### config.mk
export PLATFORM = sky130hd
export DESIGN_NAME = tap_master
export DESIGN_NICKNAME = d
export VERILOG_FILES = /design/src/rtl/tap_master.sv
export SDC_FILE = /design/constraint.sdc
export NUM_CORES = 1
export LEC_CHECK = 0
export BUFFER_PORTS_ARGS = -buffer_cell sky130_fd_sc_hd__buf_4
export CORE_MARGIN = 2
export CORE_UTILIZATION = 59
export CTS_BUF_LIST = sky130_fd_sc_hd__clkbuf_8 sky130_fd_sc_hd__clkbuf_16
export DETAILED_ROUTE_END_ITERATION = 8
export GPL_ROUTABILITY_DRIVEN = 0
export PLACE_DENSITY = 0.8
export SLEW_MARGIN = 10
export SYNTH_ARGS = -nofsm -noshare
export SYNTH_HDL_FRONTEND = slang
export SYNTH_SLANG_ARGS = --single-unit
### constraint.sdc
create_clock -name CLK -period 5.1 [get_ports CLK]
set_input_delay 1.02 -clock CLK [delete_from_list [all_inputs] [get_ports CLK]]
set_output_delay 1.02 -clock CLK [all_outputs]
set_load 0.005 [all_outputs]
### src/rtl/tap_master.sv
// JTAG TAP master: sequences TAP-reset, IR-scan and DR-scan commands with TCK = CLK/2,
// shifting DataIn out on TDI (LSB first) and capturing TDO into DataOut.
module tap_master #(
  parameter int unsigned MAXLEN = 24,
  parameter int unsigned IRLEN  = 3
) (
  input  logic              CLK,
  input  logic              RstBar,
  input  logic              Start,
  input  logic [1:0]        Op,
  input  logic [4:0]        Len,
  input  logic [MAXLEN-1:0] DataIn,
  input  logic              TDO,
  output logic              TCK,
  output logic              TMS,
  output logic              TDI,
  output logic              Busy,
  output logic              Done,
  output logic [MAXLEN-1:0] DataOut
);
  localparam int unsigned CW = $clog2(MAXLEN + IRLEN + 8);
  localparam int unsigned BW = $clog2(MAXLEN);

  localparam logic [1:0] OP_RST = 2'b00;
  localparam logic [1:0] OP_IR  = 2'b01;
  localparam logic [1:0] OP_DR  = 2'b10;
  localparam logic [1:0] OP_NOP = 2'b11;

  typedef enum logic [1:0] {IDLE, RUN, DONE} state_e;

  // Pulses before the first shift bit: Select-DR(,Select-IR),Capture,Shift entry
  function automatic logic [CW-1:0] pre_of(input logic [1:0] op);
    return (op == OP_IR) ? CW'(4) : CW'(3);
  endfunction

  function automatic logic shift_at(input logic [1:0] op, input logic [CW-1:0] n,
                                    input logic [CW-1:0] p);
    return (op != OP_RST) && (p >= pre_of(op)) && (p < pre_of(op) + n);
  endfunction

  function automatic logic tms_at(input logic [1:0] op, input logic [CW-1:0] n,
                                  input logic [CW-1:0] p);
    logic [CW-1:0] pre;
    logic          tms;
    pre = pre_of(op);
    if (op == OP_RST)       tms = (p < CW'(5));
    else if (p < pre)       tms = (op == OP_IR) ? (p < CW'(2)) : (p == '0);
    else if (p < pre + n)   tms = (p == pre + n - CW'(1));
    else                    tms = (p == pre + n);
    return tms;
  endfunction

  state_e            state_q, state_d;
  logic [1:0]        op_q, op_d;
  logic [CW-1:0]     n_q, n_d, n_in, pcnt_q, pcnt_d, last_pulse;
  logic [BW-1:0]     bidx_q, bidx_d;
  logic [MAXLEN-1:0] sh_q, sh_d, cap_q, cap_d, dout_q, dout_d;
  logic              tck_q, tck_d, tms_q, tms_d, tdi_q, tdi_d;
  logic              busy_q, busy_d, done_q, done_d;
  logic              complete, new_shift, nxt_shift;

  always_ff @(posedge CLK or negedge RstBar) begin
    if (!RstBar) begin
      state_q <= IDLE;
      op_q    <= OP_RST;
      n_q     <= '0;
      pcnt_q  <= '0;
      bidx_q  <= '0;
      sh_q    <= '0;
      cap_q   <= '0;
      tck_q   <= 1'b0;
      tms_q   <= 1'b1;
      tdi_q   <= 1'b0;
      busy_q  <= 1'b0;
      done_q  <= 1'b0;
      dout_q  <= '0;
    end else begin
      state_q <= state_d;
      op_q    <= op_d;
      n_q     <= n_d;
      pcnt_q  <= pcnt_d;
      bidx_q  <= bidx_d;
      sh_q    <= sh_d;
      cap_q   <= cap_d;
      tck_q   <= tck_d;
      tms_q   <= tms_d;
      tdi_q   <= tdi_d;
      busy_q  <= busy_d;
      done_q  <= done_d;
      dout_q  <= dout_d;
    end
  end

  always_comb begin
    state_d  = state_q;
    op_d     = op_q;
    n_d      = n_q;
    pcnt_d   = pcnt_q;
    bidx_d   = bidx_q;
    sh_d     = sh_q;
    cap_d    = cap_q;
    tck_d    = tck_q;
    tms_d    = tms_q;
    tdi_d    = tdi_q;
    busy_d   = busy_q;
    done_d   = 1'b0;
    dout_d   = dout_q;
    complete = 1'b0;

    // Shift length of an incoming command, clamped to 1..MAXLEN
    if (Op == OP_IR)                  n_in = CW'(IRLEN);
    else if (Len == 5'd0)             n_in = CW'(1);
    else if (CW'(Len) > CW'(MAXLEN))  n_in = CW'(MAXLEN);
    else                              n_in = CW'(Len);

    last_pulse = (op_q == OP_RST) ? CW'(5) : pre_of(op_q) + n_q + CW'(1);
    new_shift  = shift_at(Op, n_in, '0);
    nxt_shift  = shift_at(op_q, n_q, pcnt_q + CW'(1));

    case (state_q)
      IDLE, DONE: begin
        if (state_q == DONE) state_d = IDLE;
        if (Start) begin
          state_d = RUN;
          op_d    = Op;
          n_d     = n_in;
          pcnt_d  = '0;
          bidx_d  = '0;
          cap_d   = '0;
          busy_d  = 1'b1;
          tck_d   = 1'b0;
          sh_d    = new_shift ? (DataIn >> 1) : DataIn;
          if (Op != OP_NOP) begin
            tms_d = tms_at(Op, n_in, '0);
            tdi_d = new_shift & DataIn[0];
          end
        end
      end
      RUN: begin
        if (op_q == OP_NOP) begin
          complete = 1'b1;
        end else if (!tck_q) begin
          tck_d = 1'b1;
          if (shift_at(op_q, n_q, pcnt_q)) begin
            cap_d[bidx_q] = TDO;
            bidx_d        = bidx_q + BW'(1);
          end
        end else if (pcnt_q == last_pulse) begin
          complete = 1'b1;
        end else begin
          tck_d  = 1'b0;
          pcnt_d = pcnt_q + CW'(1);
          tms_d  = tms_at(op_q, n_q, pcnt_q + CW'(1));
          tdi_d  = nxt_shift & sh_q[0];
          if (nxt_shift) sh_d = sh_q >> 1;
        end
        // Park in Run-Test/Idle with TCK/TMS low
        if (complete) begin
          state_d = DONE;
          busy_d  = 1'b0;
          done_d  = 1'b1;
          tck_d   = 1'b0;
          tms_d   = 1'b0;
          tdi_d   = 1'b0;
          if (op_q == OP_IR || op_q == OP_DR) dout_d = cap_q;
        end
      end
      default: state_d = IDLE;
    endcase
  end

  assign TCK     = tck_q;
  assign TMS     = tms_q;
  assign TDI     = tdi_q;
  assign Busy    = busy_q;
  assign Done    = done_q;
  assign DataOut = dout_q;

endmodule
# Yosys cells after proc, flatten, opt, wreduce, memory -nomap -nowiden
# Cells that the tools add are included.
# W data, S select, Z words.
[word_totals]
reg_bits = 98
out_inout_bits = 29
input_bits = 35
wordCells = 156
[classes]
bitwise = 2
eq_ne = 23
mux = 70
add_sub_neg = 7
magnitude_cmp = 13
n_reduce_logical = 28
[ops]
columns = ["op", "count"]
rows = [
  ["$mux W24", 10],
  ["$pmux W24 S2", 2],
  ["$mux W6", 7],
  ["$mux W1", 32],
  ["$mux W5", 5],
  ["$bwmux W24", 1],
  ["$ne A2 B2 Y1 const B", 10],
  ["$eq A6 B6 Y1", 3],
  ["$logic_not A6 Y1", 3],
  ["$add A3 B6 Y6", 2],
  ["$add A6 B1 Y6 const B", 2],
  ["$ge A6 B6 Y1", 2],
  ["$lt A6 B6 Y1", 2],
  ["$ne A3 B3 Y1 const B", 4],
  ["$pmux W6 S2", 1],
  ["$reduce_and A6 Y1", 2],
  ["$sub A6 B1 Y6 const B", 2],
  ["$pmux W5 S2", 1],
  ["$reduce_and A5 Y1", 2],
  ["$reduce_and A3 Y1", 3],
  ["$pmux W1 S2", 4],
  ["$logic_and A1 B1 Y1", 7],
  ["$eq A2 B1 Y1 const B", 3],
  ["$eq A2 B2 Y1 const B", 3],
  ["21 further kinds", 30],
]

# Longest topological paths before layout
# Gate-level depths: netlist of the first run.
[logic_depth]
depth_word = 13
ltp_mapped = 20
depth_no_buf = 17

# Worst setup path after synthesis of the first run
# OpenSTA, ideal clock, no wires.
[synth_path]
path_type = "flip-flop to flip-flop"
start = "register op_q[1]"
end = "register sh_q[10]"
setup_ns = 0.123
stages_incl_launch_ff = 18
setup_slack_ns = 1.069
required_time_ns = 4.977
period_less_slack_ns = 4.031
n_path_buf = 2
t_arrival_ns = 3.908
cell_sequence = "dfrtp_1 -> inv_1 -> ha_1 -> inv_1 -> ha_1 -> fa_1 -> a21o_1 -> a32oi_1 -> ha_1 -> and4_1 -> o21ai_0 -> nand3b_1 -> a2111oi_0 -> o21ai_2 -> or2_1 -> clkbuf_1 -> buf_2 -> o221a_1"
[synth_between]
elab_chain_len = 8
elab_cells_between_ends = 17
cone_classes = "2 x add/sub; 2 x order compare; 6 x eq/ne; 2 x mux; 5 x reduce/logical"
[synth_rtl]
columns = ["element", "line", "rtl"]
rows = [
  ["start, declared", "54", "logic [1:0] op_q, op_d;"],
  ["start signal, assigned", "79", "op_q <= op_d;"],
  ["$eq A2 B1 Y1", "33", "return (op == OP_IR) ? CW'(4) : CW'(3);"],
  ["$mux W3", "33", ""],
  ["$add A3 B6 Y6", "38, 116", ""],
  ["$add A6 B1 Y6", "116", "last_pulse = (op_q == OP_RST) ? CW'(5) : pre_of(op_q) + n_q + CW'(1);"],
  ["$mux W6", "116", ""],
  ["$eq A6 B6 Y1", "148", "end else if (pcnt_q == last_pulse) begin"],
  ["$ne A2 B2 Y1 (no line)", "-", ""],
  ["$reduce_and A6 Y1 (no line) *", "-", ""],
  ["end signal, assigned", "69", "sh_q <= '0;"],
  ["end signal, assigned", "83", "sh_q <= sh_d;"],
  ["end, declared", "57", "logic [MAXLEN-1:0] sh_q, sh_d, cap_q, cap_d, dout_q, dout_d;"],
]
# Every way passes the cells marked *; elsewhere a longest branch is shown, timed or not.
# A chain may end at the register's enable or synchronous reset.

# Final worst setup path of the first run
[layout_path]
start = "register op_q[1]"
end = "register sh_q[1]"
# Same word-level chain as after synthesis.

==> results of run 1 <==
state kept, by name, summed over array words and instances, names as in the netlist:
signal and count:
cap_q 24, n_q 5, TDI 1, TMS 1, sh_q 24, Done 1, Busy 1, DataOut 24
bidx_q 5, pcnt_q 6, TCK 1, state_q 2, op_q 2
per-stage QoR:
stage	setup slack [ns]	instance area, um^2	utilization	hold slack (ns)
after CTS	0.390	6280	0.680	0.509
after detailed placement	0.399	6110	0.661	0.490
after global routing	0.0411	6280	0.680	0.532
after floorplan	1.07	5630	-	0.464
final	0.380	6280	0.680	0.501
after global placement	0.689	6110	0.661	0.483
area by class of cell:
class | count | area share
flip-flops and latches | 97 | 0.387
well taps | 129 | 0.0257
multi-input cells | 377 | 0.466
inverters | 22 | 0.0131
repair buffers | 68 | 0.0813
clock inverters | 6 | 0.00777
clock buffers | 9 | 0.0197
cells in the mapped netlist, drive strengths merged, types with 12 or more instances:
master / n
nor2: 20
mux2i: 13
nand3: 25
mux2: 26
ha: 33
inv: 22
o21ai: 28
a21oi: 21
nand2: 33
o221a: 23
nand2b: 26
dfrtp: 96
buf: 12
clkbuf: 25
nand4: 16
kinds of logic after synthesis:
kind of cell,Yosys count,share of synthesized area
flops,97,0.432
compound gates,122,0.166
buf+inv,59,0.0485
mux,39,0.0885
fa+ha+maj,34,0.0770
simple gates,164,0.158
xor+xnor,18,0.0307
worst paths after layout:
kind / end / slack (ns) / cells past startpoint / startpoint
hold reg to reg: DataOut[3]$_DFFE_PN0P_ / 0.50 / 1 / cap_q[3]$_DFFE_PN0P_
max in group asynchronous: sh_q[0]$_DFFE_PN0P_ / 3.36 / 2 / RstBar
min in group asynchronous: n_q[0]$_DFFE_PN0P_ / 0.64 / 1 / RstBar
hold / removal: DataOut[3]$_DFFE_PN0P_ / 0.50 / 1 / cap_q[3]$_DFFE_PN0P_
setup / recovery: sh_q[1]$_DFFE_PN0P_ / 0.38 / 15 / op_q[1]$_DFFE_PN0P_
setup reg to reg: sh_q[1]$_DFFE_PN0P_ / 0.38 / 15 / op_q[1]$_DFFE_PN0P_
routing by layer:
metal | wire (um) | global-route usage | vias up
met3 | 673 | 0.0400 | 19
met4 | 197 | 0.0832 | 0
met2 | 5540 | 0.381 | 136
met5 | 0 | 0 | -
li1 | - | - | 2017
met1 | 5500 | 0.355 | 2075
critical path: stages (launching register included):
cell	delay, ns
dfrtp_1	0.40
inv_1	0.10
ha_1	0.28
inv_1	0.19
ha_1	0.25
fa_1	0.48
a21o_1	0.20
a32oi_1	0.40
ha_1	0.34
and4_1	0.21
o21ai_0	0.08
nand3b_1	0.19
a2111oi_0	0.47
o21ai_2	0.13
or2_1	0.51
o221a_2	0.37
where the power goes:
part	switching [mW]	leakage [nW]	internal, mW
registers	0.180	1.26	0.979
clock network	0.282	0.0840	0.181
logic	1.26	1.62	0.988
==> out/results.txt, run 1 <==
Crit Path Max Fanout: 23
Post-CTS Setup Repair Bufs: 0
Non-Filler Instances: 708
Post-DP HPWL: 8570 um
final antenna-violating net count: 0
fmax: 212 MHz
area of the multi-input gates: 2930 um^2
TritonCTS Buffers: 9
PwrDens: 615 nW/um^2
sequential area share after synthesis: 0.432
GR Overflow Total: 0
worst-margin pin slew: 0.907 ns
area leader, netlist: dfrtp_1
final hold vios: 0
clk root buf: clkbuf_8
clock sinks: 97
sequential cell area: 2430 um^2
cell row count: 35
FFs w/ async S/R, synth: 1.00
first drt pass iteration count: 5
clock skew: 0.0207 ns
nets: 644
vias per cell: 6.00
CP Launch Type: register
Primary FF master, synth: dfrtp_1
number of DRC markers in iteration 0: 271
share of Yosys cell area claimed by the top area cell type: 0.427
worst min path class: register to register
mean post-synth cell area: 10.6 um^2
IO buf count: 63
first-pass GRT wire length: 20100 um
outcome: complete, no violations
cell count after placement: 693
Final Setup Violations: 0
Max VDD drop: 0.322 mV
area grow syn2layout: 11.7%
number of global-route vias before repair: 4084
flops & latches, synth: 97
critical path class: register to register
vias: 4247
DR WL/cell: 16.8 um
syn_nets: 602
Fin Setup TNS: 0 ns
io pins: 64
Total GRT Usage: 0.246
number of diodes: 0
post-CTS sizing: 0
worst skew pair latency: 0.36 ns
RSZ-0062 raised after global routing: no
largest cells by area after synthesis: dfrtp_1, ha_1, mux2_4
Starting Density: 0.609
Period minus WS final: 4.72 ns
number of flops mapped to enable cells by yosys: 0
Die W: 102 um
final-layout fill cell count: 701
DRC: 0
Syn Inst Count: 533
Core Box Area: 9240 um^2
worst-case clock buffer depth: 2
htree depth: 3
total die area: 10300 um^2
CP Data Required Time: 5.35 ns
clock transition at the registers of the reported paths: 0.11 ns
CTS tree: yes
most common cell after layout, fill and taps aside: dfrtp_1
fin crit share: 0.925
final slew viol count: 0
max_slew headroom: 0.395
share of cells above drive strength 1: 0.218
leakage power: 2.97 nW
largest net degree at the start of global routing: 55
Pwr Total: 3.87 mW
Critical Path End Type: register
die span in y: 102 um
final wirelength: 11900 um
Syn. warnings: 0
highest-count cells in the layout ignoring fill and taps: dfrtp_1, buf_4, nand2_1, ha_1
Distinct cells, synth: 71
max-cap violations: 0
initial antenna violation count: 0
arrival time at the worst endpoint: 4.97 ns
Synth Cell Area: 5630 um^2
Hold Buf Count CTS: 0
(Power assumes the default switching activity.)
==> inputs of run 2 (changes only) <==
--- a/config.mk
+++ b/config.mk
@@ -6,11 +6,11 @@
 export NUM_CORES = 1
 export LEC_CHECK = 0
 export BUFFER_PORTS_ARGS = -buffer_cell sky130_fd_sc_hd__buf_4
-export CORE_MARGIN = 2
 export CORE_UTILIZATION = 59
 export CTS_BUF_LIST = sky130_fd_sc_hd__clkbuf_8 sky130_fd_sc_hd__clkbuf_16
 export DETAILED_ROUTE_END_ITERATION = 8
 export GPL_ROUTABILITY_DRIVEN = 0
+export MAX_ROUTING_LAYER = met4
 export PLACE_DENSITY = 0.8
 export SLEW_MARGIN = 10
 export SYNTH_ARGS = -nofsm -noshare
==> run 2 against run 1 <==
  * Via count grew 0.35%
  * Worst setup slack better by 0.021 ns
  * Final area is essentially flat
  * Clock skew decreased by 0.0022 ns
  * Global-route usage up 2.0 points
  * Critical path depth stayed put
  * Die area is 3.9% lower
==> out/results.txt, run 2 (synthesis gave the netlist of run 1 again) <==
Critical Path End Type: register
CP Data Required Time: 5.34 ns (about the same)
CP Launch Type: register
GR Overflow Total: 0 (unchanged)
Post-CTS Setup Repair Bufs: 0 (unchanged)
met1 Track Usage GR: 0.361 (+0.00559)
first drt pass iteration count: 5 (unchanged)
GR peak layer: met2
io pins: 64 (unchanged)
Starting Density: 0.609 (unchanged)
clk root buf: clkbuf_8
final antenna-violating net count: 0 (unchanged)
clock skew: 0.0185 ns (-0.00221 ns)
RSZ-0062 raised after global routing: no
Die W: 99.6 um (-2.0%)
Core Box Area: 9240 um^2 (unchanged)
post-CTS sizing: 0 (unchanged)
cell row count: 35 (unchanged)
Max VDD drop: 0.294 mV (-8.6%)
number of global-route vias before repair: 4144 (+1.5%)
PwrDens: 616 nW/um^2 (+0.18%)
max_slew headroom: 0.387 (-0.00840)
area grow syn2layout: 11.8% (about the same)
number of diodes: 0 (unchanged)
final hold vios: 0 (unchanged)
worst skew pair latency: 0.36 ns (about the same)
DR WL/cell: 17.1 um (+1.5%)
TritonCTS Buffers: 9 (unchanged)
max-cap violations: 0 (unchanged)
highest-count cells in the layout ignoring fill and taps: dfrtp_1, buf_4, nand2_1, ha_1
Total GRT Usage: 0.266 (+0.0196)
critical path class: register to register
fin crit share: 0.921 (-0.00415)
fmax: 213 MHz (+0.45%)
initial antenna violation count: 0 (unchanged)
Hold Buf Count CTS: 0 (unchanged)
number of DRC markers in iteration 0: 376 (+39%)
largest net degree at the start of global routing: 53 (-3.6%)
Crit Path Max Fanout: 23 (unchanged)
htree depth: 3 (unchanged)
dpl ws: 0.439 ns (+0.0396 ns)
final wirelength: 12100 um (+1.5%)
most common cell after layout, fill and taps aside: dfrtp_1
Post-DP HPWL: 8560 um (about the same)
arrival time at the worst endpoint: 4.94 ns (-0.03 ns)
vias: 4262 (+0.35%)
CTS tree: yes
worst-margin pin slew: 0.919 ns (+0.0126 ns)
met2 usage: 0.405 (+0.0244)
clock transition at the registers of the reported paths: 0.09 ns (-0.02 ns)
final slew viol count: 0 (unchanged)
setup slack after layout: 0.401 ns (+0.0211 ns)
first-pass GRT wire length: 20000 um (-0.69%)
vias per cell: 6.02 (+0.35%)
Period minus WS final: 4.70 ns (-0.0211 ns)
DRC: 0 (unchanged)
GR Util met3: 0.0394 (-0.000674)
IO buf count: 63 (unchanged)
leakage power: 2.97 nW (about the same)
worst min path class: register to register
Fin Setup TNS: 0 ns (unchanged)
Final Setup Violations: 0 (unchanged)
share of cells above drive strength 1: 0.218 (unchanged)
clock sinks: 97 (unchanged)
worst-case clock buffer depth: 2 (unchanged)
outcome: complete, no violations
die span in y: 99.6 um (-2.0%)
nets: 644 (unchanged)
total die area: 9930 um^2 (-3.9%)
[run 2: cell count changes in the layout (fill, tap and decap cells not counted)]
cell and delta:
inv_8 -1, clkinv_8 +1
[run 2: final timing paths]
kind | start | endpoint | slack [ns] | depth (start not counted)
max in group asynchronous | RstBar | sh_q[18]$_DFFE_PN0P_ | 3.35 | 2
worst max-delay path | op_q[1]$_DFFE_PN0P_ | sh_q[1]$_DFFE_PN0P_ | 0.40 | 15
worst min-delay path | cap_q[19]$_DFFE_PN0P_ | cap_q[19]$_DFFE_PN0P_ | 0.51 | 2
worst max register to register | op_q[1]$_DFFE_PN0P_ | sh_q[1]$_DFFE_PN0P_ | 0.40 | 15
min in group asynchronous | RstBar | cap_q[20]$_DFFE_PN0P_ | 0.67 | 1
worst min register to register | cap_q[19]$_DFFE_PN0P_ | cap_q[19]$_DFFE_PN0P_ | 0.51 | 2
[run 2: routing by layer]
metal	part of all wire	wire, um
met5	0	0
met4	0.012	146
met1	0.46	5560
met3	0.055	663
met2	0.47	5720
[run 2: area by class of cell]
type                    count  area [um^2]
multi-input cells         377         2930
flip-flops and latches     97         2430
clock buffers               9          124
clock inverters             6         53.8
well taps                 129          161
repair buffers             68          510
inverters                  22         82.6
fillers                   690         2950
[run 2: metrics by stage]
stage / hold WS [ns] / total power, mW / std cells / util / cell area (um^2)
finish: 0.508 / 3.88 / 708 / 0.680 / 6290
global route: 0.537 / 4.16 / 708 / 0.680 / 6290
CTS: 0.521 / 3.86 / 708 / 0.680 / 6290
detailed placement: 0.495 / 3.38 / 693 / 0.661 / 6110
global placement: 0.482 / 3.27 / 693 / 0.661 / 6110
floorplan: 0.464 / 2.85 / 533 / - / 5630
[run 2: power by group]
part | internal [mW] | switching, mW
Combinational | 0.990 | 1.27
Sequential | 0.979 | 0.180
Clock | 0.182 | 0.279
[run 2: worst max-delay path, cell delays in order, from the launching register on]
cell	delay, ns
dfrtp_1	0.39
inv_1	0.10
ha_1	0.27
inv_1	0.19
ha_1	0.26
fa_1	0.49
a21o_1	0.19
a32oi_1	0.38
ha_1	0.33
and4_1	0.22
o21ai_0	0.08
nand3b_1	0.18
a2111oi_0	0.47
o21ai_2	0.15
or2_1	0.51
o221a_2	0.37
==> inputs of run 3 (changes only) <==
--- a/config.mk
+++ b/config.mk
@@ -10,8 +10,10 @@
 export CTS_BUF_LIST = sky130_fd_sc_hd__clkbuf_8 sky130_fd_sc_hd__clkbuf_16
 export DETAILED_ROUTE_END_ITERATION = 8
 export GPL_ROUTABILITY_DRIVEN = 0
+export HOLD_SLACK_MARGIN = 0.03
 export MAX_ROUTING_LAYER = met4
 export PLACE_DENSITY = 0.8
+export SETUP_SLACK_MARGIN = 0.5
 export SLEW_MARGIN = 10
 export SYNTH_ARGS = -nofsm -noshare
 export SYNTH_HDL_FRONTEND = slang
==> run 3 against run 2 <==
  * Critical path type unchanged
  * Clock power hardly changed
  * Final area is 0.74% higher
  * Critical path depth is 1 lower
  * Largest cell class unchanged
  * Flip-flop and latch count stayed put
  * First-iteration DRC count is 5.1% lower
==> out/results.txt, run 3 (synthesis gave the netlist of run 1 again) <==
clock skew: 0.0165 ns (-0.00197 ns)
number of DRC markers in iteration 0: 357 (-5.1%)
final slew viol count: 0 (unchanged)
TritonCTS Buffers: 9 (unchanged)
final core utilization: 0.685 (+0.00501)
final antenna-violating net count: 0 (unchanged)
PwrDens: 627 nW/um^2 (+1.7%)
Final Setup Violations: 0 (unchanged)
Worst path slowest cell: fa_1
total die area: 9930 um^2 (unchanged)
worst-margin pin slew: 0.925 ns (+0.00568 ns)
DRC: 0 (unchanged)
Top Family by Delay on Critical Path: adder cells
outcome: complete, no violations
nets: 644 (unchanged)
CP Data Required Time: 5.34 ns (about the same)
most common cell after layout, fill and taps aside: dfrtp_1
number of diodes: 0 (unchanged)
vias: 4253 (-0.21%)
cell row count: 35 (unchanged)
htree depth: 3 (unchanged)
final hold vios: 0 (unchanged)
number of global-route vias before repair: 4144 (unchanged)
die span in y: 99.6 um (unchanged)
GR peak layer: met2
Worst R2R Path Depth: 14 (-1)
Fin Setup TNS: 0 ns (unchanged)
RSZ-0062 raised after global routing: no
Pwr Total: 3.97 mW (+2.4%)
highest-count cells in the layout ignoring fill and taps: dfrtp_1, buf_4, nand2_1, ha_1
worst min path class: register to register
Total GRT Usage: 0.266 (unchanged)
met2 usage: 0.405 (unchanged)
GR Overflow Total: 0 (unchanged)
worst skew pair latency: 0.36 ns (about the same)
DR WL/cell: 17.0 um (-0.22%)
vias per cell: 6.01 (-0.21%)
arrival time at the worst endpoint: 4.64 ns (-0.30 ns)
fmax: 228 MHz (+7.0%)
first-pass GRT wire length: 20000 um (unchanged)
Crit Path Max Fanout: 24 (+4.3%)
CTS tree: yes
Max VDD drop: 0.298 mV (+1.2%)
final wirelength: 12100 um (-0.22%)
io pins: 64 (unchanged)
Core Box Area: 9240 um^2 (unchanged)
fin crit share: 0.861 (-0.0605)
initial antenna violation count: 0 (unchanged)
Buf/Inv on CP: 3 (+1)
CP peak stage delay: 0.52 ns (about the same)
share of cells above drive strength 1: 0.228 (+0.0104)
crit path cell chain: inv_1, ha_1, inv_1, ha_1, fa_1, xnor2_4, mux2i_1, xnor2_1, a2111oi_2, o211ai_2, nor3_4, o211a_1, buf_6, mux2_2
critical path class: register to register
first drt pass iteration count: 5 (unchanged)
worst-case clock buffer depth: 2 (unchanged)
clk root buf: clkbuf_8
Hold Path Depth: 2 (unchanged)
met1 Track Usage GR: 0.361 (unchanged)
clock sinks: 97 (unchanged)
Starting Density: 0.609 (unchanged)
Period minus WS final: 4.39 ns (-0.308 ns)
max-cap violations: 0 (unchanged)
Die W: 99.6 um (unchanged)
max_slew headroom: 0.383 (-0.00378)
Post-DP HPWL: 8560 um (unchanged)
area grow syn2layout: 12.6%
largest net degree at the start of global routing: 53 (unchanged)
GR Util met3: 0.0394 (unchanged)
Worst path depth: 14 (-1)
IO buf count: 63 (unchanged)
CP Launch Type: register
leakage power: 2.98 nW (+0.32%)
clock transition at the registers of the reported paths: 0.09 ns (about the same)
Critical Path End Type: register
==> run 3: stage by stage <==
stage	setup slack (ns)	instance area, um^2	cells	hold WS, ns
after global placement	0.682	6110	693	0.482
final	0.710	6330	708	0.507
after floorplan	1.07	5630	533	0.464
after global routing	0.521	6330	708	0.537
after CTS	0.510	6290	708	0.521
after detailed placement	0.439	6110	693	0.495
==> run 3: where the power goes <==
group / switching (mW) / total (mW) / leakage (nW) / internal (mW)
Clock: 0.276 / 0.457 / 0.0849 / 0.181
Combinational: 1.32 / 2.35 / 1.63 / 1.03
Sequential: 0.182 / 1.16 / 1.26 / 0.979
==> run 3: what timing repair did <==
action | in CTS | in global routing
gates resized for setup | 2 | 8
endpoints found under the hold margin | 0 | 0
endpoints found under the setup margin | 23 | 65
hold buffers | 0 | 0
buffers inserted | 0 | 0
==> run 3: final timing paths <==
| kind | startpoint | end | slack, ns |
|---|---|---|---|
| min in group asynchronous | RstBar | cap_q[20]$_DFFE_PN0P_ | 0.67 |
| hold reg to reg | cap_q[19]$_DFFE_PN0P_ | cap_q[19]$_DFFE_PN0P_ | 0.51 |
| setup / recovery | op_q[1]$_DFFE_PN0P_ | DataOut[1]$_DFFE_PN0P_ | 0.71 |
| max in group asynchronous | RstBar | sh_q[18]$_DFFE_PN0P_ | 3.36 |
| setup reg to reg | op_q[1]$_DFFE_PN0P_ | DataOut[1]$_DFFE_PN0P_ | 0.71 |
| hold / removal | cap_q[19]$_DFFE_PN0P_ | cap_q[19]$_DFFE_PN0P_ | 0.51 |
==> run 3: area by class of cell <==
cell class / count / area, um^2
multi-input cells: 377 / 2970
fillers: 687 / 2910
flip-flops and latches: 97 / 2430
repair buffers: 68 / 514
well taps: 129 / 161
clock buffers: 9 / 124
inverters: 22 / 82.6
clock inverters: 6 / 53.8
==> run 3: worst reg2reg max path: stages (launching register included) <==
cell	delay, ns
dfrtp_1	0.39
inv_1	0.10
ha_1	0.27
inv_1	0.19
ha_1	0.26
fa_1	0.52
xnor2_4	0.41
mux2i_1	0.32
xnor2_1	0.12
a2111oi_2	0.32
o211ai_2	0.28
nor3_4	0.26
o211a_1	0.19
buf_6	0.29
mux2_2	0.38
==> run 3: metal layers <==
layer / up-vias / part of all wire
li1: 2020 / -
met1: 2049 / 0.45
met2: 161 / 0.47
met3: 23 / 0.057
met4: 0 / 0.016
met5: - / 0
